**src/rtl/jtframe_osd_pkg.sv**
```systemverilog
// Shared bit positions of the OSD status word, filter states and the
// decoded-control bundle used by the OSD configuration block.
package jtframe_osd_pkg;
  localparam int FLIP     = 1;
  localparam int ROT      = 2;
  localparam int SCAN_LSB = 3;
  localparam int FX_MSB   = 7;
  localparam int FX_LSB   = 6;
  localparam int PSG      = 8;
  localparam int FM       = 9;
  localparam int TEST     = 10;
  localparam int WIDE     = 11;
  localparam int CREDITS  = 12;

  typedef enum logic { ST_IDLE, ST_WAIT } settle_st_e;

  typedef struct packed {
    logic [7:0] arx;
    logic [7:0] ary;
    logic [1:0] rotate;
    logic       rot_control;
    logic [2:0] scanlines;
    logic [1:0] fxlevel;
    logic       en_mixing;
    logic       enable_fm;
    logic       enable_psg;
    logic       osd_pause;
    logic       dip_test;
    logic       dip_flip;
  } osd_dec_t;
endpackage

```
**src/rtl/jtframe_osd_settle.sv**
```systemverilog
// Settle filter: a new status value must hold for SETTLE consecutive
// samples before it is committed as the configuration word.
module jtframe_osd_settle
  import jtframe_osd_pkg::*;
#(
  parameter int SW     = 64,
  parameter int SETTLE = 1024
)(
  input  logic          clk,
  input  logic          rst,
  input  logic [SW-1:0] status,
  output logic [SW-1:0] cfg,
  output logic          cfg_chg,
  output logic [SW-1:0] cfg_diff
);
  localparam int            CW   = $clog2(SETTLE);
  localparam logic [CW-1:0] CMAX = CW'(SETTLE - 1);

  settle_st_e    st_q, st_d;
  logic [SW-1:0] cand_q, cfg_q, diff_q;
  logic [CW-1:0] cnt_q, cnt_d;
  logic          chg_q, commit;

  always_comb begin
    commit = 1'b0;
    st_d   = st_q;
    cnt_d  = cnt_q;
    if (status != cand_q)  cnt_d = '0;
    else if (cnt_q != CMAX) cnt_d = cnt_q + 1'b1;
    // state tracks whether the next candidate differs from the next cfg
    case (st_q)
      ST_IDLE: if (status != cfg_q) st_d = ST_WAIT;
      ST_WAIT: begin
        commit = (cnt_q == CMAX);
        if (commit)                st_d = (status != cand_q) ? ST_WAIT : ST_IDLE;
        else if (status == cfg_q)  st_d = ST_IDLE;
      end
      default: st_d = ST_IDLE;
    endcase
  end

  always_ff @(posedge clk) begin
    if (rst) begin
      st_q   <= ST_IDLE;
      cand_q <= '0;
      cnt_q  <= '0;
      cfg_q  <= '0;
      diff_q <= '0;
      chg_q  <= 1'b0;
    end else begin
      st_q   <= st_d;
      cand_q <= status;
      cnt_q  <= cnt_d;
      chg_q  <= commit;
      if (commit) begin
        cfg_q  <= cand_q;
        diff_q <= cfg_q ^ cand_q;
      end
    end
  end

  assign cfg      = cfg_q;
  assign cfg_chg  = chg_q;
  assign cfg_diff = diff_q;
endmodule

```
**src/rtl/jtframe_osd_cfg.sv**
```systemverilog
// OSD configuration top: settle filter, registered decode of video/sound/DIP
// controls, and pause requests aligned to the start of vertical blank.
module jtframe_osd_cfg
  import jtframe_osd_pkg::*;
#(
  parameter int SW         = 64,
  parameter int SETTLE     = 1024,
  parameter int ARX        = 4,
  parameter int ARY        = 3,
  parameter int VERTICAL   = 0,
  parameter int MISTER     = 1,
  parameter int AUTO_PAUSE = 0
)(
  input  logic          clk,
  input  logic          rst,
  input  logic [SW-1:0] status,
  input  logic [6:0]    core_mod,
  input  logic          game_pause,
  input  logic          osd_shown,
  input  logic          LVBL,
  output logic [SW-1:0] cfg,
  output logic          cfg_chg,
  output logic [SW-1:0] cfg_diff,
  output logic [7:0]    hdmi_arx,
  output logic [7:0]    hdmi_ary,
  output logic [1:0]    rotate,
  output logic          rot_control,
  output logic [2:0]    scanlines,
  output logic [1:0]    dip_fxlevel,
  output logic          en_mixing,
  output logic          enable_fm,
  output logic          enable_psg,
  output logic          osd_pause,
  output logic          dip_test,
  output logic          dip_flip,
  output logic          dip_pause
);
  jtframe_osd_settle #(.SW(SW), .SETTLE(SETTLE)) u_settle (
    .clk      (clk),
    .rst      (rst),
    .status   (status),
    .cfg      (cfg),
    .cfg_chg  (cfg_chg),
    .cfg_diff (cfg_diff)
  );

  // during reset the decode registers load the decode of an all-zero word
  logic [CREDITS:0] src;
  logic             tate, rot_ctl, swap_ar, req, lvbl_q, pause_q, unused_bits;
  osd_dec_t         dec_d, dec_q;

  assign src         = rst ? '0 : cfg[CREDITS:0];
  assign unused_bits = ^{core_mod[6:1], src[0]};

  always_comb begin
    tate    = (VERTICAL != 0) && core_mod[0] && ((MISTER == 0) || !src[ROT]);
    rot_ctl = (MISTER == 0) && (VERTICAL != 0) && src[ROT];
    swap_ar = !tate || !core_mod[0];
    dec_d             = '0;
    dec_d.dip_flip    = ~src[FLIP];
    dec_d.dip_test    = ~src[TEST];
    dec_d.en_mixing   = ~src[SCAN_LSB];
    dec_d.enable_psg  = ~src[PSG];
    dec_d.enable_fm   = ~src[FM];
    dec_d.fxlevel     = 2'b10 ^ src[FX_MSB:FX_LSB];
    dec_d.osd_pause   = src[CREDITS];
    dec_d.scanlines   = (MISTER != 0) ? src[SCAN_LSB +: 3] : {1'b0, src[SCAN_LSB +: 2]};
    dec_d.rot_control = rot_ctl;
    dec_d.rotate      = {src[FLIP], tate & ~rot_ctl};
    if (src[WIDE]) begin
      dec_d.arx = 8'd16;
      dec_d.ary = 8'd9;
    end else if (swap_ar) begin
      dec_d.arx = 8'(ARX);
      dec_d.ary = 8'(ARY);
    end else begin
      dec_d.arx = 8'(ARY);
      dec_d.ary = 8'(ARX);
    end
  end

  // cfg here is the pre-commit value when a commit meets a blanking edge
  assign req = game_pause | cfg[CREDITS] | ((AUTO_PAUSE != 0) & osd_shown);

  always_ff @(posedge clk) begin
    dec_q <= dec_d;
    if (rst) begin
      lvbl_q  <= 1'b0;
      pause_q <= 1'b1;
    end else begin
      lvbl_q <= LVBL;
      if (lvbl_q && !LVBL) pause_q <= ~req;
    end
  end

  assign hdmi_arx    = dec_q.arx;
  assign hdmi_ary    = dec_q.ary;
  assign rotate      = dec_q.rotate;
  assign rot_control = dec_q.rot_control;
  assign scanlines   = dec_q.scanlines;
  assign dip_fxlevel = dec_q.fxlevel;
  assign en_mixing   = dec_q.en_mixing;
  assign enable_fm   = dec_q.enable_fm;
  assign enable_psg  = dec_q.enable_psg;
  assign osd_pause   = dec_q.osd_pause;
  assign dip_test    = dec_q.dip_test;
  assign dip_flip    = dec_q.dip_flip;
  assign dip_pause   = pause_q;
endmodule

```
**config.mk**
```make
export PLATFORM = sky130hd
export DESIGN_NAME = jtframe_osd_cfg
export DESIGN_NICKNAME = d
export VERILOG_FILES = /design/src/rtl/jtframe_osd_pkg.sv /design/src/rtl/jtframe_osd_settle.sv /design/src/rtl/jtframe_osd_cfg.sv
export SDC_FILE = /design/constraint.sdc
export NUM_CORES = 1
export LEC_CHECK = 0
export CORE_MARGIN = 10
export CORE_UTILIZATION = 53
export CTS_CLUSTER_SIZE = 10
export DETAILED_ROUTE_END_ITERATION = 7
export HOLD_SLACK_MARGIN = 0.03
export PLACE_DENSITY = 0.9
export SKIP_CTS_REPAIR_TIMING = 1
export SLEW_MARGIN = 20
export SYNTH_ARGS = -nofsm -noshare
export SYNTH_HDL_FRONTEND = slang
export SYNTH_HIERARCHICAL = 1
export SYNTH_SLANG_ARGS = --single-unit
```
**constraint.sdc**
```tcl
create_clock -name clk -period 2.69 [get_ports clk]
set_input_delay 0.4035 -clock clk [delete_from_list [all_inputs] [get_ports clk]]
set_output_delay 0.4035 -clock clk [all_outputs]
set_load 0.02 [all_outputs]
```
==> impl_metrics.toml, run 1 <==
[setup_path]
critical_path.startpoint_type = "flip-flop"
crit_fanout = 92
crit_arrival_ns = 2.60
cp.required_ns = 3.11
cpPeakStageDelay_ns = 0.42
reg2reg_slack_ns = 0.51
timing.rr.start = "u_settle/cnt_q[0]"
critPathCaptureType = "flip-flop"
worst-setup-path-type = "reg2reg"
crit_chain = "ha_1 > nand3_2 > nor3_2 > and2_4 > buf_12 > nor2_1 > a211oi_2"
reg2regPathDepth = 7
timing.rr.end = "u_settle/cfg_diff[59]"
crit_slowest_cell = "dfxtp_1"

[global_route]
grt_pass1_wl_mm = 42.7
grt_start_max_net_pins = 93
antenna_found_initial = 0
overflow = 0
track_usage_pct = 22.5
grt_pass1_vias = 7558

[cells_and_area]
area_delta_synth_final_pct = 30.5
diodes = 0
finalInstanceArea_sq_um = 12200
final_cells = 1393
drive_gt1_share_pct = 7.53
fin_nets = 1243

[sta]
finalHoldViolations = 0
setup_viol = 0
fin_skew_ns = 0.0232
tightest_slew_ns = 0.819
fin_crit_sh_pct = 81.1
final_max_slew_viol_count = 0
finalSetupTns_ns = 0
relSlewSlack_pct = 45.4
holdWs_ns = 0.327
min_period_ns = 2.18
grt_setup_unrepaired = "false"
setup_slack_ns = 0.508
max_freq_mhz = 458

[routing]
vias_per_cell = 5.30
drc = 0
first_pass_iters = 5
ant_nets = 0
dr_total_vias = 7388
routed_wl_mm = 27.8
routedWlPerCell_um = 19.9
drt_iter0_markers = 517

[clock_tree]
clock_path_buffers = 3
clk_latency_ns = 0.52
tritoncts = "built"
h-tree-depth = 1
cts_made_buffers = 26
clock-sinks = 220
clkTransAtPathRegs_ns = 0.05
root_buffer = "clkbuf_16"

[status]
outcome = "finished clean"

[floorplanning]
die_area_sq_um = 23300
start_util_pct = 53.9
io_pins = 236
core-area_sq_um = 17300
die_w_um = 153
fp-row-count = 48
die_h_um = 153

[min_path]
hold_depth = 2
hp-class = "in2reg"
min_from = "rst"
hold-path-endpoint = "scanlines[1]"

[synth]
syn_area_per_cell_sq_um = 9.59
synth_flop_cell = "dfxtp_1"
syn_inst = 973
yosysUniqueCellTypes = 34
ys_seq_elements = 220
ys_warn_count = 6
async_reset_ff_share_pct = 0
ys_seq_area_share_pct = 47.2
syn_area_sq_um = 9330
synth_edf_count = 0

[placed_design]
place_ws_ns = 0.320
hpwl_mm = 20.4
placedInstanceArea_sq_um = 11500
gp_congestion = 0.958
dp.cells = 1363
numPortBuffers = 213

[pwr]
power_density_nw_per_um2 = 565
total_leakage_power_nw = 3.78
peakVddDrop_mv = 0.590

[flow_run]
max-cap-violations = 0
-- logic make-up after synthesis --
group / after synthesis / share of synthesized area, %
AO/OA/AOI/OAI: 135 / 11.3
AND/OR/NAND/NOR: 342 / 17.6
multiplexers: 4 / 0.429
XOR/XNOR: 196 / 18.4
other: 2 / 0.0805
buffers and inverters: 73 / 4.82
flip-flops: 220 / 47.2
adder cells (fa/ha/maj): 1 / 0.134
-- flip-flops by register name, summed over array words and instances, names as in the netlist --
name,cells
enable_psg,1
osd_pause,1
u_settle/cfg_chg,1
enable_fm,1
u_settle/st_q,1
en_mixing,1
hdmi_ary,2
dip_pause,1
dip_fxlevel,2
u_settle/cfg,64
u_settle/cand_q,64
u_settle/cfg_diff,64
rotate,1
dip_flip,1
dip_test,1
lvbl_q,1
scanlines,3
u_settle/cnt_q,10
-- metal layers --
metal,track usage (%),wire length (um),vias up
met1,25.1,10700,3454
met2,37.9,13200,312
met4,6.95,839,0
met5,0,0,-
li1,-,-,3575
met3,9.82,2980,47
-- worst max-delay path by stage --
stage | start | end | slack, ns | cells after the start
6_report | u_settle/cnt_q[0] | u_settle/cfg_diff[59] | 0.51 | 7
5_1_grt | u_settle/cnt_q[0] | u_settle/cfg_diff[59] | 0.41 | 7
4_1_cts | u_settle/cnt_q[0] | u_settle/cfg_diff[59] | 0.54 | 7
3_5_place_dp | status[18] | u_settle/cnt_q[7] | 0.32 | 8
3_3_place_gp | status[61] | u_settle/st_q | 0.32 | 7
2_1_floorplan | u_settle/cnt_q[0] | u_settle/cfg_diff[27] | 0.99 | 9
-- power by group --
group          switching (mW)  internal [mW]  total [mW]  leakage, nW
clock                    1.26           1.71        2.97        0.334
sequential             0.0602           3.31        3.38         1.79
combinational           0.278          0.257       0.535         1.65
-- cell usage after synthesis, types with 9 or more instances --
library cell	n	area, sq um
a211oi_1	23	173
buf_4	30	225
nor3_1	9	45.0
clkbuf_1	28	105
nand2_1	130	488
a211oi_2	42	526
nor2_1	67	251
a21oi_1	66	330
nand4_1	37	231
nor2b_1	69	432
dfxtp_1	220	4400
xnor2_1	194	1700
-- worst max-delay path: cells and delay by family (launching register included) --
kind | cells | cell delay [ns]
and+or+nand+nor | 4 | 0.75
buffers and inverters | 1 | 0.36
DFF | 1 | 0.42
AOI/OAI and AO/OA | 1 | 0.25
adders and majority gates | 1 | 0.25
-- per-stage QoR --
step,utilization [%],total power [mW]
final,70.4,6.88
after detailed placement,66.4,3.97
after CTS,70.4,6.92
after global placement,66.4,3.96
after floorplan,-,3.73
after global routing,70.4,7.08
-- layout make-up --
type / count / area (sq um)
clock buffers: 28 / 658
clock inverters: 2 / 25.0
fillers: 1256 / 5120
inverters: 3 / 11.3
multi-input cells: 692 / 4520
flip-flops and latches: 220 / 4400
well taps: 225 / 282
repair buffers: 223 / 2270
-- layout by cell type (no fill, tap or decap), drive strengths merged, types with 14 or more instances in the layout --
master,count
nor2b,70
a21oi,66
a211oi,65
conb,14
dfxtp,220
xnor2,194
nand2,130
clkdlybuf4s50,212
nor2,67
nand4,37
clkbuf,28
Power figures use the tool's default switching activity.
==> run 2: changes to the inputs <==
--- a/config.mk
+++ b/config.mk
@@ -6,11 +6,11 @@
 export NUM_CORES = 1
 export LEC_CHECK = 0
 export CORE_MARGIN = 10
-export CORE_UTILIZATION = 53
+export CORE_UTILIZATION = 45
 export CTS_CLUSTER_SIZE = 10
 export DETAILED_ROUTE_END_ITERATION = 7
 export HOLD_SLACK_MARGIN = 0.03
-export PLACE_DENSITY = 0.9
+export PLACE_DENSITY = 0.82
 export SKIP_CTS_REPAIR_TIMING = 1
 export SLEW_MARGIN = 20
 export SYNTH_ARGS = -nofsm -noshare
==> constraint.sdc (replaced) <==
create_clock -name clk -period 1.8 [get_ports clk]
set_input_delay 0.27 -clock clk [delete_from_list [all_inputs] [get_ports clk]]
set_output_delay 0.27 -clock clk [all_outputs]
set_load 0.02 [all_outputs]
==> run 2 against run 1 <==
The run now ends with negative setup slack left. Die area increased by 15%. Clock-buffer cell count rose by 5. Global-route usage down 2.4 points. Wire length rose by 11%. Critical path depth shrank 1. Sequential share of layout area fell by 3.7 points. First-iteration DRC count is 5.4% higher. Final cell count grew 10%. Cell area up 12%. Sequential cell count unchanged. Combinational power rose by 83%. Core utilization fell by 3.3 points. Largest power group unchanged. Highest routed layer is now met5.
==> impl_metrics.toml, run 2 (same netlist as run 1, synthesis figures left out) <==
[pwr]
p_seq_share_pct = 47.5
p_sw_mw = 2.47
power_density_nw_per_um2 = 781
internal-power_mw = 8.17
total_leakage_power_nw = 5.86
clkPwrFrac_pct = 43.3
power_frac_comb_pct = 9.2
peakVddDrop_mv = 0.724
switching_share_pct = 23.2
total_power_mw = 10.6

[cells_and_area]
fin_nets = 1336
layout_common_cells = "dfxtp_1 (208), xnor2_1 (175), clkdlybuf4s50_1 (136), nand2_1 (129), buf_4 (82)"
layout_commonest_cell = "dfxtp_1"
finalInstanceArea_sq_um = 13600
final_core_util_pct = 67.1
final_cells = 1536
drive_gt1_share_pct = 17.8
area_delta_synth_final_pct = 46.1

[floorplanning]
die_w_um = 164
die_h_um = 164
core-area_sq_um = 20300
die_area_sq_um = 26900
fp-row-count = 52
start_util_pct = 45.9
io_pins = 236

[sta]
setup_slack_ns = -0.0190
holdWs_ns = 0.160
fin_crit_sh_pct = 101
fin_skew_ns = 0.0107
finalHoldViolations = 0
setup_viol = 2
finalSetupTns_ns = -0.0194
max_freq_mhz = 550
grt_setup_unrepaired = "true"
min_period_ns = 1.82
final_max_slew_viol_count = 0

[clock_tree]
clk_latency_ns = 0.52
clock_path_buffers = 3
tritoncts = "built"
h-tree-depth = 1
clkTransAtPathRegs_ns = 0.06
clock-sinks = 220
root_buffer = "clkbuf_16"
cts_made_buffers = 26

[global_route]
grt_pass1_wl_mm = 42.5
grt_pass1_vias = 7638
antenna_found_initial = 1
track_usage_pct = 20.1
overflow = 0
grt_start_max_net_pins = 59

[routing]
drc = 0
first_pass_iters = 5
ant_nets = 0
routed_wl_mm = 30.7
dr_total_vias = 7858
routedWlPerCell_um = 20.0
drt_iter0_markers = 545
vias_per_cell = 5.12

[setup_path]
critical_path.startpoint_type = "flip-flop"
crit_chain = "xnor2_2 > nand4_1 > nor4_4 > nand4_1 > buf_6 > a22o_1"
worst-path-stages = 6
crit_arrival_ns = 2.23
crit_family = "simple AND/OR/NAND/NOR gates"
crit_slowest_cell = "nor4_4"
worst_path_most_repeated_cell = "nand4_1"
cp.required_ns = 2.21
critPathCaptureType = "flip-flop"
worst-setup-path-type = "reg2reg"
path_buf_inv = 1
cpPeakStageDelay_ns = 0.39
reg2regPathDepth = 6
crit_fanout = 6

[placed_design]
place_ws_ns = -0.565
numPortBuffers = 213
hpwl_mm = 21.6
gp_congestion = 0.846
dp.cells = 1487
placedInstanceArea_sq_um = 12200

[status]
outcome = "finished, violations left"
failed_checks = "negative setup slack"

[min_path]
hp-class = "in2reg"
hold_depth = 2

[flow_run]
max-cap-violations = 0
-- run 2: cell type report --
cell class	instances	area, sq um
Fill cell	1524	6670
Multi-Input combinational cell	692	4770
Sequential cell	220	4420
Antenna cell	1	2.50
Inverter	3	11.3
Tap cell	270	338
Clock buffer	33	708
Clock inverter	1	5.00
Timing Repair Buffer	316	3370
-- run 2: power groups by stage --
stage	logic [mW]	clock network, mW	registers, mW
after floorplan	0.445	0	5.13
final	0.978	4.61	5.05
after CTS	0.914	4.65	5.04
after detailed placement	0.905	0	5.14
after global routing	1.02	4.83	5.06
after global placement	0.898	0	5.14
-- run 2: per-layer routing --
| layer | track usage (%) | vias to the layer above | wire length, um |
|---|---|---|---|
| met5 | 0 | - | 13 |
| met3 | 6.33 | 60 | 2880 |
| li1 | - | 3759 | - |
| met1 | 24.0 | 3726 | 12200 |
| met2 | 33.4 | 311 | 14600 |
| met4 | 6.82 | 2 | 1030 |
-- run 2: final timing paths --
check / start / end / slack (ns)
worst max-delay path: u_settle/cand_q[33] / u_settle/st_q / -0.02
worst max register to register: u_settle/cand_q[33] / u_settle/st_q / -0.02
worst min-delay path: rst / lvbl_q / 0.16
worst min register to register: u_settle/cfg[8] / enable_psg / 0.47
